**config.mk**
```make
export PLATFORM = sky130hd
export DESIGN_NAME = cla_seq_adder
export DESIGN_NICKNAME = d
export VERILOG_FILES = /design/src/rtl/cla_seq_pkg.sv /design/src/rtl/cla_seq_adder_cla.sv /design/src/rtl/cla_seq_adder.sv
export SDC_FILE = /design/constraint.sdc
export NUM_CORES = 1
export LEC_CHECK = 0
export BUFFER_PORTS_ARGS = -buffer_cell sky130_fd_sc_hd__buf_2
export CORE_MARGIN = 4
export CORE_UTILIZATION = 42
export DETAILED_ROUTE_END_ITERATION = 10
export PLACE_DENSITY_LB_ADDON = 0.25
export SYNTH_ARGS = -nofsm -noshare
export SYNTH_HDL_FRONTEND = slang
export SYNTH_SLANG_ARGS = --single-unit
```
**constraint.sdc**
```tcl
create_clock -name clk -period 5.6 [get_ports clk]
set_clock_uncertainty 0.2 [all_clocks]
set_input_delay 0.56 -clock clk [delete_from_list [all_inputs] [get_ports clk]]
set_output_delay 0.56 -clock clk [all_outputs]
set_load 0.005 [all_outputs]
```
**src/rtl/cla_seq_pkg.sv**
```systemverilog
// Shared constants, state encoding and sizing helper for the sequential CLA adder.
package cla_seq_pkg;

    localparam int unsigned SLICE_W = 4;

    typedef logic [1:0] state_t;

    localparam state_t IDLE = 2'd0;
    localparam state_t RUN  = 2'd1;
    localparam state_t DONE = 2'd2;

    // Slice index width; never narrower than one bit.
    function automatic int unsigned IDX_W(input int unsigned n);
        return (n <= 1) ? 1 : $clog2(n);
    endfunction

endpackage

```
**src/rtl/cla_seq_adder_cla.sv**
```systemverilog
// Four-bit carry-lookahead adder slice.
module CLA_4_bit (
    input  logic [3:0] a,
    input  logic [3:0] b,
    input  logic       cin,
    output logic       cout,
    output logic [3:0] sum
);

    logic [3:0] p;
    logic [3:0] g;
    logic [4:0] c;

    assign p = a ^ b;
    assign g = a & b;

    // Carries expanded from generate/propagate terms rather than rippled.
    assign c[0] = cin;
    assign c[1] = g[0] | (p[0] & cin);
    assign c[2] = g[1] | (p[1] & g[0]) | (p[1] & p[0] & cin);
    assign c[3] = g[2] | (p[2] & g[1]) | (p[2] & p[1] & g[0]) | (p[2] & p[1] & p[0] & cin);
    assign c[4] = g[3] | (p[3] & g[2]) | (p[3] & p[2] & g[1]) | (p[3] & p[2] & p[1] & g[0])
                | (p[3] & p[2] & p[1] & p[0] & cin);

    assign sum  = p ^ c[3:0];
    assign cout = c[4];

endmodule

```
**src/rtl/cla_seq_adder.sv**
```systemverilog
// Multi-cycle adder: one CLA_4_bit slice is reused for every nibble, carry held in a register.
module cla_seq_adder
    import cla_seq_pkg::*;
#(
    parameter int unsigned N_SLICES = 4
) (
    input  logic                        clk,
    input  logic                        rst_n,
    input  logic                        in_valid,
    output logic                        in_ready,
    input  logic [SLICE_W*N_SLICES-1:0] a,
    input  logic [SLICE_W*N_SLICES-1:0] b,
    input  logic                        cin,
    output logic                        out_valid,
    input  logic                        out_ready,
    output logic [SLICE_W*N_SLICES-1:0] sum,
    output logic                        cout,
    output logic                        ovf,
    output logic                        busy
);

    localparam int unsigned IW = IDX_W(N_SLICES);

    state_t state;
    state_t state_nxt;
    logic   load;
    logic   step;
    logic   last;

    logic [IW-1:0]                     idx;
    logic [N_SLICES-1:0][SLICE_W-1:0]  a_q;
    logic [N_SLICES-1:0][SLICE_W-1:0]  b_q;
    logic [N_SLICES-1:0][SLICE_W-1:0]  sum_q;
    logic                              carry_q;

    logic [SLICE_W-1:0] slice_sum;
    logic               slice_cout;

    assign last = (idx == IW'(N_SLICES - 1));
    assign sum  = sum_q;

    CLA_4_bit u_cla (
        .a    (a_q[idx]),
        .b    (b_q[idx]),
        .cin  (carry_q),
        .cout (slice_cout),
        .sum  (slice_sum)
    );

    always_ff @(posedge clk or negedge rst_n) begin
        if (!rst_n) begin
            state <= IDLE;
        end else begin
            state <= state_nxt;
        end
    end

    // Next state plus the load/step strobes for the datapath.
    always_comb begin
        state_nxt = state;
        load      = 1'b0;
        step      = 1'b0;
        case (state)
            IDLE: begin
                if (in_valid) begin
                    load      = 1'b1;
                    state_nxt = RUN;
                end
            end
            RUN: begin
                step = 1'b1;
                if (last) begin
                    state_nxt = DONE;
                end
            end
            DONE: begin
                if (out_ready) begin
                    state_nxt = IDLE;
                end
            end
            default: state_nxt = IDLE;
        endcase
    end

    // Handshake flags registered from the next state so they line up with it.
    always_ff @(posedge clk or negedge rst_n) begin
        if (!rst_n) begin
            in_ready  <= 1'b1;
            out_valid <= 1'b0;
            busy      <= 1'b0;
        end else begin
            in_ready  <= (state_nxt == IDLE);
            out_valid <= (state_nxt == DONE);
            busy      <= (state_nxt == RUN);
        end
    end

    always_ff @(posedge clk or negedge rst_n) begin
        if (!rst_n) begin
            a_q     <= '0;
            b_q     <= '0;
            sum_q   <= '0;
            carry_q <= 1'b0;
            idx     <= '0;
            cout    <= 1'b0;
            ovf     <= 1'b0;
        end else begin
            if (load) begin
                a_q     <= a;
                b_q     <= b;
                carry_q <= cin;
                idx     <= '0;
            end
            if (step) begin
                sum_q[idx] <= slice_sum;
                carry_q    <= slice_cout;
                if (last) begin
                    cout <= slice_cout;
                    ovf  <= (a_q[N_SLICES-1][SLICE_W-1] == b_q[N_SLICES-1][SLICE_W-1])
                         && (slice_sum[SLICE_W-1] != a_q[N_SLICES-1][SLICE_W-1]);
                end else begin
                    idx <= idx + IW'(1);
                end
            end
        end
    end

endmodule

```
After elaboration in Yosys (flattened, before gate mapping). Index checks and enable logic that the tools add are counted.

Register bits after elaboration: 58. Input bits: 37. Output and inout bits: 21.

Add/subtract/negate cells: 1. $lt $le $gt $ge: 2. Equal/unequal tests: 7. Muxes and demuxes: 19. Bitwise operators: 29. Reductions and logical operators: 6.

Operator list (number): 1-bit bitwise AND (16); 4-bit binary-select mux with 2-bit select (2); 16-bit bitwise mux (1); 2-bit 2-to-1 mux (6); 4-bit 2-to-1 mux (3); 1-bit OR (10); 4-bit demux with 2-bit select (1); 4-bit XOR (2); 2-bit equality test, second input constant (3); 2-bit one-hot mux with 3 select lines (1); 1-bit 2-to-1 mux (5); 4-bit bitwise AND (1); 2-bit by 1-bit equality test with 1-bit output, second input constant (2); 2-bit logical NOT (2); 2-bit by 3-bit less-than comparator with 1-bit output, second input constant (1); 2-bit by 1-bit adder with 2-bit output, second input constant (1); 2-bit by 1-bit >= comparator with 1-bit output, second input constant (1); 1-bit logical AND (2); 2-bit AND reduction (1); 2-bit nonzero test (1); 1-bit equality test (1); 1-bit inequality test (1).

Depth between registers and ports, before layout. Gate-level depths: netlist of the first run.

Depth after elaboration: 10. Mapped depth: 7.

Hierarchy. A second synthesis of the first run with hierarchy kept.

Cell total of the unflattened synthesis: 175. Area, all modules: 2638.8 um^2.

By module, submodules not included: cla_seq_adder (instances 1, cells an instance 158, area each 2491.1 um^2); CLA_4_bit (instances 1, cells an instance 17, area each 147.6 um^2).

Least setup slack after synthesis of the first run. Ideal clock, no wire load.

Path kind: register to register. Start: register idx[0]. End: register ovf. Data arrival time: 2418 ps. Slack: 2896 ps. Stages on the path, launching flop included: 8. Buffers on the path: 1. Clock period less this slack: 2704 ps. Path through: dfrtp_1 -> buf_2 -> mux4_2 -> ha_1 -> a21o_1 -> and4_4 -> or3_4 -> o211ai_1.

Cells in the longest elaborated chain, start to end: 10. Elaborated cells on any way between the ends: 19. Classes of those cells: 2 x eq/ne; 4 x mux; 11 x bitwise; 2 x reduce/logical.

RTL lines: from (decl) (line cla_seq_adder.sv:30) `logic [IW-1:0] idx;`; from (signal assigned) (line cla_seq_adder.sv:122) `idx <= idx + IW'(1);`; 4-bit binary-select mux with 2-bit select, on equally long branches (line cla_seq_adder.sv:43, cla_seq_adder.sv:44); 4-bit 2-to-1 mux, on equally long branches (line cla_seq_adder.sv:43, cla_seq_adder.sv:44); 4-bit XOR or 4-bit bitwise AND (tied branches) (line cla_seq_adder_cla.sv:14, cla_seq_adder_cla.sv:15); 1-bit bitwise AND (line cla_seq_adder_cla.sv:21) `assign c[3] = g[2] | (p[2] & g[1]) | (p[2] & p[1] & g[0]) | (p[2] & p[1] & p[0] & cin);`; 1-bit OR or 1-bit bitwise AND (tied branches) (2 in series) (line cla_seq_adder_cla.sv:21); 1-bit OR (line cla_seq_adder_cla.sv:21); 4-bit XOR (line cla_seq_adder_cla.sv:25) `assign sum = p ^ c[3:0];`; 1-bit inequality test (line cla_seq_adder.sv:120) `&& (slice_sum[SLICE_W-1] != a_q[N_SLICES-1][SLICE_W-1]);`; 1-bit logical AND (line cla_seq_adder.sv:120); to (signal assigned) (line cla_seq_adder.sv:119) `ovf <= (a_q[N_SLICES-1][SLICE_W-1] == b_q[N_SLICES-1][SLICE_W-1])`; to (decl) (line cla_seq_adder.sv:18) `output logic ovf,`.

Several ways; a longest one is shown, not always the timed one. The select of a mux whose other input is x is not followed. A chain may end at the register's enable or synchronous reset.

Final worst setup path of the first run. Ends and elaborated chain as after synthesis.

==> results of run 1 <==
per-stage QoR:
stage          power [mW]  utilization  hold slack, ns  cells  setup slack, ns
2_1_floorplan       1.555            -         0.06441    194            2.896
3_3_place_gp        1.808       0.4944          0.2563    320            2.680
3_5_place_dp        1.838       0.4944          0.2655    320            2.651
4_1_cts             2.276       0.5309          0.1848    336            2.635
5_1_grt             2.436       0.5309          0.2330    336            2.503
6_report            2.249       0.5309          0.1701    336            2.694
path summary, 6_finish.rpt:
path,startpoint,end,slack [ns],depth (start not counted)
worst max-delay path,idx[0],ovf,2.69,6
max in group asynchronous,rst_n,a_q[6],4.56,2
worst min-delay path,rst_n,busy,0.17,2
worst max register to register,idx[0],ovf,2.69,6
worst min register to register,sum[0],sum[0],0.27,2
min in group clk,out_ready,out_valid,0.22,2
critical path, delay by kind of cell (launching register included):
kind	cells	cell delay, ns
adders and majority gates	1	0.32
AOI/OAI and AO/OA	2	0.38
DFF	1	0.74
muxes	1	0.59
and+or+nand+nor	2	0.60
cells in the mapped netlist, types with 2 or more instances:
cell and number:
sky130_fd_sc_hd__a211oi_1 2, sky130_fd_sc_hd__a21oi_1 3, sky130_fd_sc_hd__a22o_1 2, sky130_fd_sc_hd__buf_2 3
sky130_fd_sc_hd__buf_6 3, sky130_fd_sc_hd__clkbuf_1 2, sky130_fd_sc_hd__dfrtp_1 57, sky130_fd_sc_hd__ha_1 8
sky130_fd_sc_hd__inv_1 6, sky130_fd_sc_hd__mux2_2 36, sky130_fd_sc_hd__mux4_2 8, sky130_fd_sc_hd__nand2_1 19
sky130_fd_sc_hd__nor2_1 7, sky130_fd_sc_hd__o21ai_0 14, sky130_fd_sc_hd__o21ai_1 4, sky130_fd_sc_hd__or3_1 2
power by group:
group	internal [mW]	switching, mW
registers	0.636	0.153
logic	0.538	0.492
clock network	0.261	0.168
total	1.44	0.814
registers in the layout (all words and copies together), names as in the netlist, 2 cells and up:
register / count
a_q: 16
b_q: 16
idx: 2
state: 2
sum: 16
layout by cell type (no fill, tap or decap), types with 3 or more instances in the layout:
cell	netlist	routed
sky130_fd_sc_hd__dfrtp_1	57	57
sky130_fd_sc_hd__buf_2	3	57
sky130_fd_sc_hd__mux2_2	36	36
sky130_fd_sc_hd__nand2_1	19	19
sky130_fd_sc_hd__o21ai_0	14	14
sky130_fd_sc_hd__clkbuf_8	0	10
sky130_fd_sc_hd__mux4_2	8	8
sky130_fd_sc_hd__ha_1	8	8
sky130_fd_sc_hd__nor2_1	7	7
sky130_fd_sc_hd__inv_1	6	6
sky130_fd_sc_hd__o21ai_1	4	4
sky130_fd_sc_hd__a21oi_1	3	3
layout make-up:
cell class | count | share of cell area
clock buffers | 11 | 0.04445
clock inverters | 5 | 0.02439
inverters | 6 | 0.007081
multi-input cells | 122 | 0.3434
flip-flops and latches | 58 | 0.4567
well taps | 75 | 0.02950
repair buffers | 59 | 0.09441
routing by layer:
| layer | share of wire | vias to the layer above | routed length [um] | track usage |
|---|---|---|---|---|
| met5 | 0 | - | 0 | 0 |
| met4 | 0.029 | 0 | 148 | 0.07649 |
| met3 | 0.072 | 15 | 375 | 0.06149 |
| met2 | 0.45 | 53 | 2318 | 0.2126 |
| met1 | 0.45 | 832 | 2330 | 0.1899 |
| li1 | - | 812 | - | - |
logic make-up after synthesis:
logic type,Yosys count
flops,58
mux,45
simple gates,36
compound gates,30
buf+inv,14
fa+ha+maj,9
xor+xnor,2
==> out/summary.txt, run 1 <==
OUTCOME
--------------------------------------------------------------------------------------------------------
Status                                                                                         completed

WORST SETUP PATH
--------------------------------------------------------------------------------------------------------
Critical path capture point type                                                               flip-flop
Series of cell instances along the critical path                                            mux4_2, ha_1, a21o_1, and4_4, or3_4, o211ai_1
Endpoint required time on the critical path                                                      5.66 ns
Worst path slowest cell                                                                     sky130_fd_sc_hd__dfrtp_1
Kind of critical path                                                                            reg2reg
Stage delay of the slowest cell on the critical path                                             0.74 ns
Critical Path Fanout Max                                                                              13
Type of origin of the critical path                                                            flip-flop
Worst Path Arrival                                                                               2.97 ns

HOLD PATH
--------------------------------------------------------------------------------------------------------
Path type of the worst min-delay path                                                           in2async

DIE
--------------------------------------------------------------------------------------------------------
Core area                                                                                      5991 um^2
Starting utilization of the core area                                                             0.4380
Die extent in y                                                                                 87.04 um
Num ports                                                                                             58
Area of the die                                                                                7576 um^2
Row cnt                                                                                               28
Width of the chip                                                                               87.04 um

CLOCK TREE
--------------------------------------------------------------------------------------------------------
Root buffer selected by CTS                                                                 sky130_fd_sc_hd__clkbuf_8
TritonCTS Buffers                                                                                      9
CTS sink count                                                                                        58
Max H-tree Level                                                                                       3
Number of buffers inserted for hold repair after clock tree synthesis                                  0
Count of buffers added by post-CTS timing repair for setup                                             0
Post-CTS clock slew at the launch and capture registers of the worst setup and hold paths        0.07 ns
PostCTS Resize Cnt                                                                                     0
Insertion delay to the later sink of the worst-skew pair                                         0.34 ns
TritonCTS clock tree                                                                                 yes
Largest buffer count on any clock path                                                                 2

CELLS AND AREA
--------------------------------------------------------------------------------------------------------
Post-layout nets                                                                                     302
Footprint of the multi-input gates                                                             1092 um^2
Area Overhead vs Synth                                                                            21.22%
Total of fill cells in the finished design                                                           548
Number of antenna diodes                                                                               0
Post-route cell area                                                                           3181 um^2
Register Area                                                                                  1453 um^2
Fraction of layout cells with a size suffix above 1                                               0.4674

GLOBAL ROUTING
--------------------------------------------------------------------------------------------------------
Global-route wire length before repair                                                          8.300 mm
Global route overflow                                                                                  0
Via count of the first global-routing pass                                                          1705
Total global routing track utilization                                                            0.1477
Largest net degree at the start of global routing                                                     59
Antenna violations before repair                                                                       0

SYNTHESIS
--------------------------------------------------------------------------------------------------------
Distinct cell type count of the synthesized netlist                                                   34
Number of flops mapped to enable cells by yosys                                                        0
Multiplexer area fraction after synthesis                                                         0.2270
Synthesized instance count                                                                           194
Post-Synthesis Cell Area                                                                       2624 um^2
Proportion of register bits with asynchronous set or reset after synthesis                         1.000
Combinational family with the most area after synthesis                                     multiplexers
Yosys Warn Count                                                                                       0
Sequential fraction of the synthesis area                                                         0.5536
Share of synthesized cell area in full adder, half adder and majority cells                      0.04578
Mean post-synth cell area                                                                     13.52 um^2
Most area-hungry cell type in the Yosys netlist                                             sky130_fd_sc_hd__dfrtp_1
Synth Flop Type                                                                             sky130_fd_sc_hd__dfrtp_1
Synthesized Nets                                                                                     240
Post-synthesis sequential element count                                                               58
Biggest area contributors in the synthesized netlist                                        sky130_fd_sc_hd__dfrtp_1 54%, sky130_fd_sc_hd__mux2_2 15%, sky130_fd_sc_hd__mux4_2 6.9%
Xor and xnor area share after synthesis                                                         0.006676
Synth Area in Compound Gates                                                                     0.06676
Synth top area share                                                                              0.5436
Share of synthesized cell area in and, or, nand and nor gates                                    0.07010

ROUTING
--------------------------------------------------------------------------------------------------------
Remaining routing DRC violations                                                                       0
Post-route antenna net violation count                                                                 0
Starting DRT DRC Count                                                                                76
DRT Wirelength                                                                                  5.173 mm
Number of detailed-route iterations in the first pass                                                  4
Routed length per placed instance                                                               15.40 um
Vias after detailed routing                                                                         1712
DR vias/cell                                                                                       5.095

PLACE
--------------------------------------------------------------------------------------------------------
Routability cong.                                                                                 0.7269
PortBufs                                                                                              57
Placed Instance Area                                                                           2962 um^2
DPL Wire Length                                                                                 3.603 mm

STA
--------------------------------------------------------------------------------------------------------
Worst-Margin Slew                                                                              0.7315 ns
Hold Violations, Final                                                                                 0
Setup repair after global routing missed its margin                                                   no
Max Fclk                                                                                      0.3441 GHz
Clock period minus worst slack                                                                  2.907 ns
Finish-stage setup viols                                                                               0
Number of pins exceeding their max-slew limit in the final report                                      0
Tightest slew margin relative to the limit                                                        0.5123
Share of the clock period used by the worst path after layout                                     0.5190
Setup TNS                                                                                           0 ns

JOB
--------------------------------------------------------------------------------------------------------
Max-cap viol count                                                                                     0

POWER
--------------------------------------------------------------------------------------------------------
Leakage power of the design                                                                     1.483 nW
Worst IR drop on VDD                                                                           0.3195 mV
Power Dens Cells                                                                            707.2 nW/um^2

Power figures use the tool's default switching activity.
==> inputs of run 2 (changes only) <==
clock period = 2.5 ns   (was 5.6 ns; I/O delays follow)
==> run 2 against run 1 <==
  * Non-clock buffer count up 44
  * Routed wire length up 5.2%
  * Combinational power rose to 2.8 times the previous value
  * Sequential power up 120%
  * Die area unchanged
  * Critical endpoint unchanged
==> out/summary.txt, run 2 (synthesis gave the netlist of run 1 again) <==
CLOCK TREE
--------------------------------------------------------------------------------------------------------
Largest buffer count on any clock path                                                                 2   unchanged
CTS sink count                                                                                        58   unchanged
Post-CTS clock slew at the launch and capture registers of the worst setup and hold paths        0.06 ns   about the same
Root buffer selected by CTS                                                                 sky130_fd_sc_hd__clkbuf_8
TritonCTS Buffers                                                                                      9   unchanged
TritonCTS clock tree                                                                                 yes
Max H-tree Level                                                                                       3   unchanged
Insertion delay to the later sink of the worst-skew pair                                         0.33 ns   about the same

STA
--------------------------------------------------------------------------------------------------------
Share of the clock period used by the worst path after layout                                     0.9970   +0.4780
Max Fclk                                                                                      0.4012 GHz   +17%
Setup TNS                                                                                           0 ns   unchanged
Hold Violations, Final                                                                                 0   unchanged
Clock period minus worst slack                                                                  2.493 ns   -0.4139 ns
Setup repair after global routing missed its margin                                                  yes
Finish-stage setup viols                                                                               0   unchanged
Tightest slew margin relative to the limit                                                        0.6207   +0.1084
WHS                                                                                           0.01705 ns   -0.1530 ns
Worst-Margin Slew                                                                              0.5689 ns   -0.1626 ns
Number of pins exceeding their max-slew limit in the final report                                      0   unchanged

POWER
--------------------------------------------------------------------------------------------------------
Power Dens Cells                                                                            1463 nW/um^2   +110%
Leakage power of the design                                                                     1.673 nW   +13%
Worst IR drop on VDD                                                                           0.7980 mV   +150%

WORST SETUP PATH
--------------------------------------------------------------------------------------------------------
Stage delay of the slowest cell on the critical path                                             0.48 ns   -0.26 ns
Series of cell instances along the critical path                                            buf_12, buf_12, mux4_2, ha_1, nor2b_1, or3_4, o211ai_1
Worst Path Arrival                                                                               2.54 ns   -0.43 ns
Critical path capture point type                                                               flip-flop
Endpoint required time on the critical path                                                      2.55 ns   -3.11 ns
Type of origin of the critical path                                                            flip-flop
Worst path slowest cell                                                                     sky130_fd_sc_hd__mux4_2
Kind of critical path                                                                            reg2reg
Critical Path Fanout Max                                                                               6   -7
Cell repeated most along the worst path                                                     sky130_fd_sc_hd__buf_12

DIE
--------------------------------------------------------------------------------------------------------
Starting utilization of the core area                                                             0.4380   unchanged
Width of the chip                                                                               87.04 um   unchanged
Die extent in y                                                                                 87.04 um   unchanged
Num ports                                                                                             58   unchanged
Area of the die                                                                                7576 um^2   unchanged
Row cnt                                                                                               28   unchanged
Core area                                                                                      5991 um^2   unchanged

ROUTING
--------------------------------------------------------------------------------------------------------
DRT Wirelength                                                                                  5.440 mm   +5.2%
DR vias/cell                                                                                       4.897   -3.9%
Post-route antenna net violation count                                                                 0   unchanged
Vias after detailed routing                                                                         1856   +8.4%
Starting DRT DRC Count                                                                                68   -11%
Routed length per placed instance                                                               14.35 um   -6.8%
Remaining routing DRC violations                                                                       0   unchanged
Number of detailed-route iterations in the first pass                                                  4   unchanged

HOLD PATH
--------------------------------------------------------------------------------------------------------
Path type of the worst min-delay path                                                             in2reg

CELLS AND AREA
--------------------------------------------------------------------------------------------------------
Post-route cell area                                                                           3637 um^2   +14%
Register Area                                                                                  1453 um^2   unchanged
Footprint of the multi-input gates                                                             1135 um^2   +3.9%
Total of fill cells in the finished design                                                           495   -9.7%
Post-layout nets                                                                                     346   +15%
Area Overhead vs Synth                                                                            38.63%
Final non-filler cell total                                                                          379   +13%
Number of antenna diodes                                                                               0   unchanged
Fraction of layout cells with a size suffix above 1                                               0.4408   -0.02664
Most frequent cells in the layout                                                           57 x sky130_fd_sc_hd__dfrtp_1, 57 x sky130_fd_sc_hd__buf_2, 36 x sky130_fd_sc_hd__mux2_2
Final core occ                                                                                    0.6071   +0.07623

PLACE
--------------------------------------------------------------------------------------------------------
Routability cong.                                                                                 0.7303   +0.47%
Number of placed instances, taps included                                                            326   +1.9%
PortBufs                                                                                              57   unchanged
DPL Wire Length                                                                                 3.762 mm   +4.4%
Placed Instance Area                                                                           3044 um^2   +2.8%

GLOBAL ROUTING
--------------------------------------------------------------------------------------------------------
Global route overflow                                                                                  0   unchanged
Antenna violations before repair                                                                       0   unchanged
Total global routing track utilization                                                            0.1600   +0.01231
Via count of the first global-routing pass                                                          1887   +11%
Largest net degree at the start of global routing                                                     35   -41%
Global-route wire length before repair                                                          9.045 mm   +9.0%

OUTCOME
--------------------------------------------------------------------------------------------------------
Status                                                                                         completed

JOB
--------------------------------------------------------------------------------------------------------
Max-cap viol count                                                                                     0   unchanged

## run 2: cell count changes in the layout (fill, tap and decap cells not counted), moves of 2 or more
cell | previous run | this run
sky130_fd_sc_hd__buf_6 | 0 | 2
sky130_fd_sc_hd__buf_4 | 2 | 6
sky130_fd_sc_hd__buf_12 | 0 | 3
sky130_fd_sc_hd__ha_1 | 8 | 5
sky130_fd_sc_hd__dlygate4sd3_1 | 0 | 35
sky130_fd_sc_hd__bufinv_16 | 2 | 0
sky130_fd_sc_hd__ha_4 | 0 | 3
## run 2: routing by layer
layer / wire length (um) / GRT usage
met1: 2363 / 0.2012
met2: 2632 / 0.2526
met3: 351 / 0.05298
met4: 93 / 0.06799
met5: 0 / 0
## run 2: final cells by class
| type | count | share of cell area |
|---|---|---|
| Sequential cell | 58 | 0.3994 |
| Multi-Input combinational cell | 122 | 0.3120 |
| Timing Repair Buffer | 103 | 0.2098 |
| Clock buffer | 12 | 0.04266 |
| Tap cell | 75 | 0.02580 |
| Inverter | 6 | 0.006192 |
| Clock inverter | 3 | 0.004128 |
## run 2: worst max-delay path: cells and delay by family (launching register included)
| kind | cells | cell delay [ns] |
|---|---|---|
| simple gates | 2 | 0.59 |
| mux | 1 | 0.48 |
| flops | 1 | 0.40 |
| fa+ha+maj | 1 | 0.34 |
| buf+inv | 2 | 0.25 |
| compound gates | 1 | 0.16 |
## run 2: final timing paths
check	start	endpoint	slack, ns	cells after the start
setup / recovery	idx[0]	ovf	0.007	7
hold / removal	in_valid	busy	0.02	3
setup reg to reg	idx[0]	ovf	0.007	7
hold reg to reg	sum[9]	sum[9]	0.27	2
max in group asynchronous	rst_n	b_q[15]	1.29	3
min in group asynchronous	rst_n	state[1]	0.24	2
## run 2: timing repair
action / in CTS / in global routing
gates resized for setup: 4 / 2
endpoints found under the hold margin: 58 / 0
endpoints found under the setup margin: 1 / 11
buffers inserted: 3 / 1
hold buffers: 35 / 0
pin swaps: 7 / 3
## run 2: power by group
part / internal (mW) / total [mW] / switching (mW)
registers: 1.43 / 1.73 / 0.303
logic: 1.57 / 2.85 / 1.28
clock network: 0.403 / 0.746 / 0.343
total: 3.40 / 5.32 / 1.92
## run 2: per-stage QoR
step           setup slack [ns]  power, mW
3_5_place_dp           -0.01940      4.312
4_1_cts                -0.01735      5.283
2_1_floorplan           0.01200      3.535
6_report               0.007442      5.321
5_1_grt                -0.06738      5.784
3_3_place_gp            0.02334      4.252
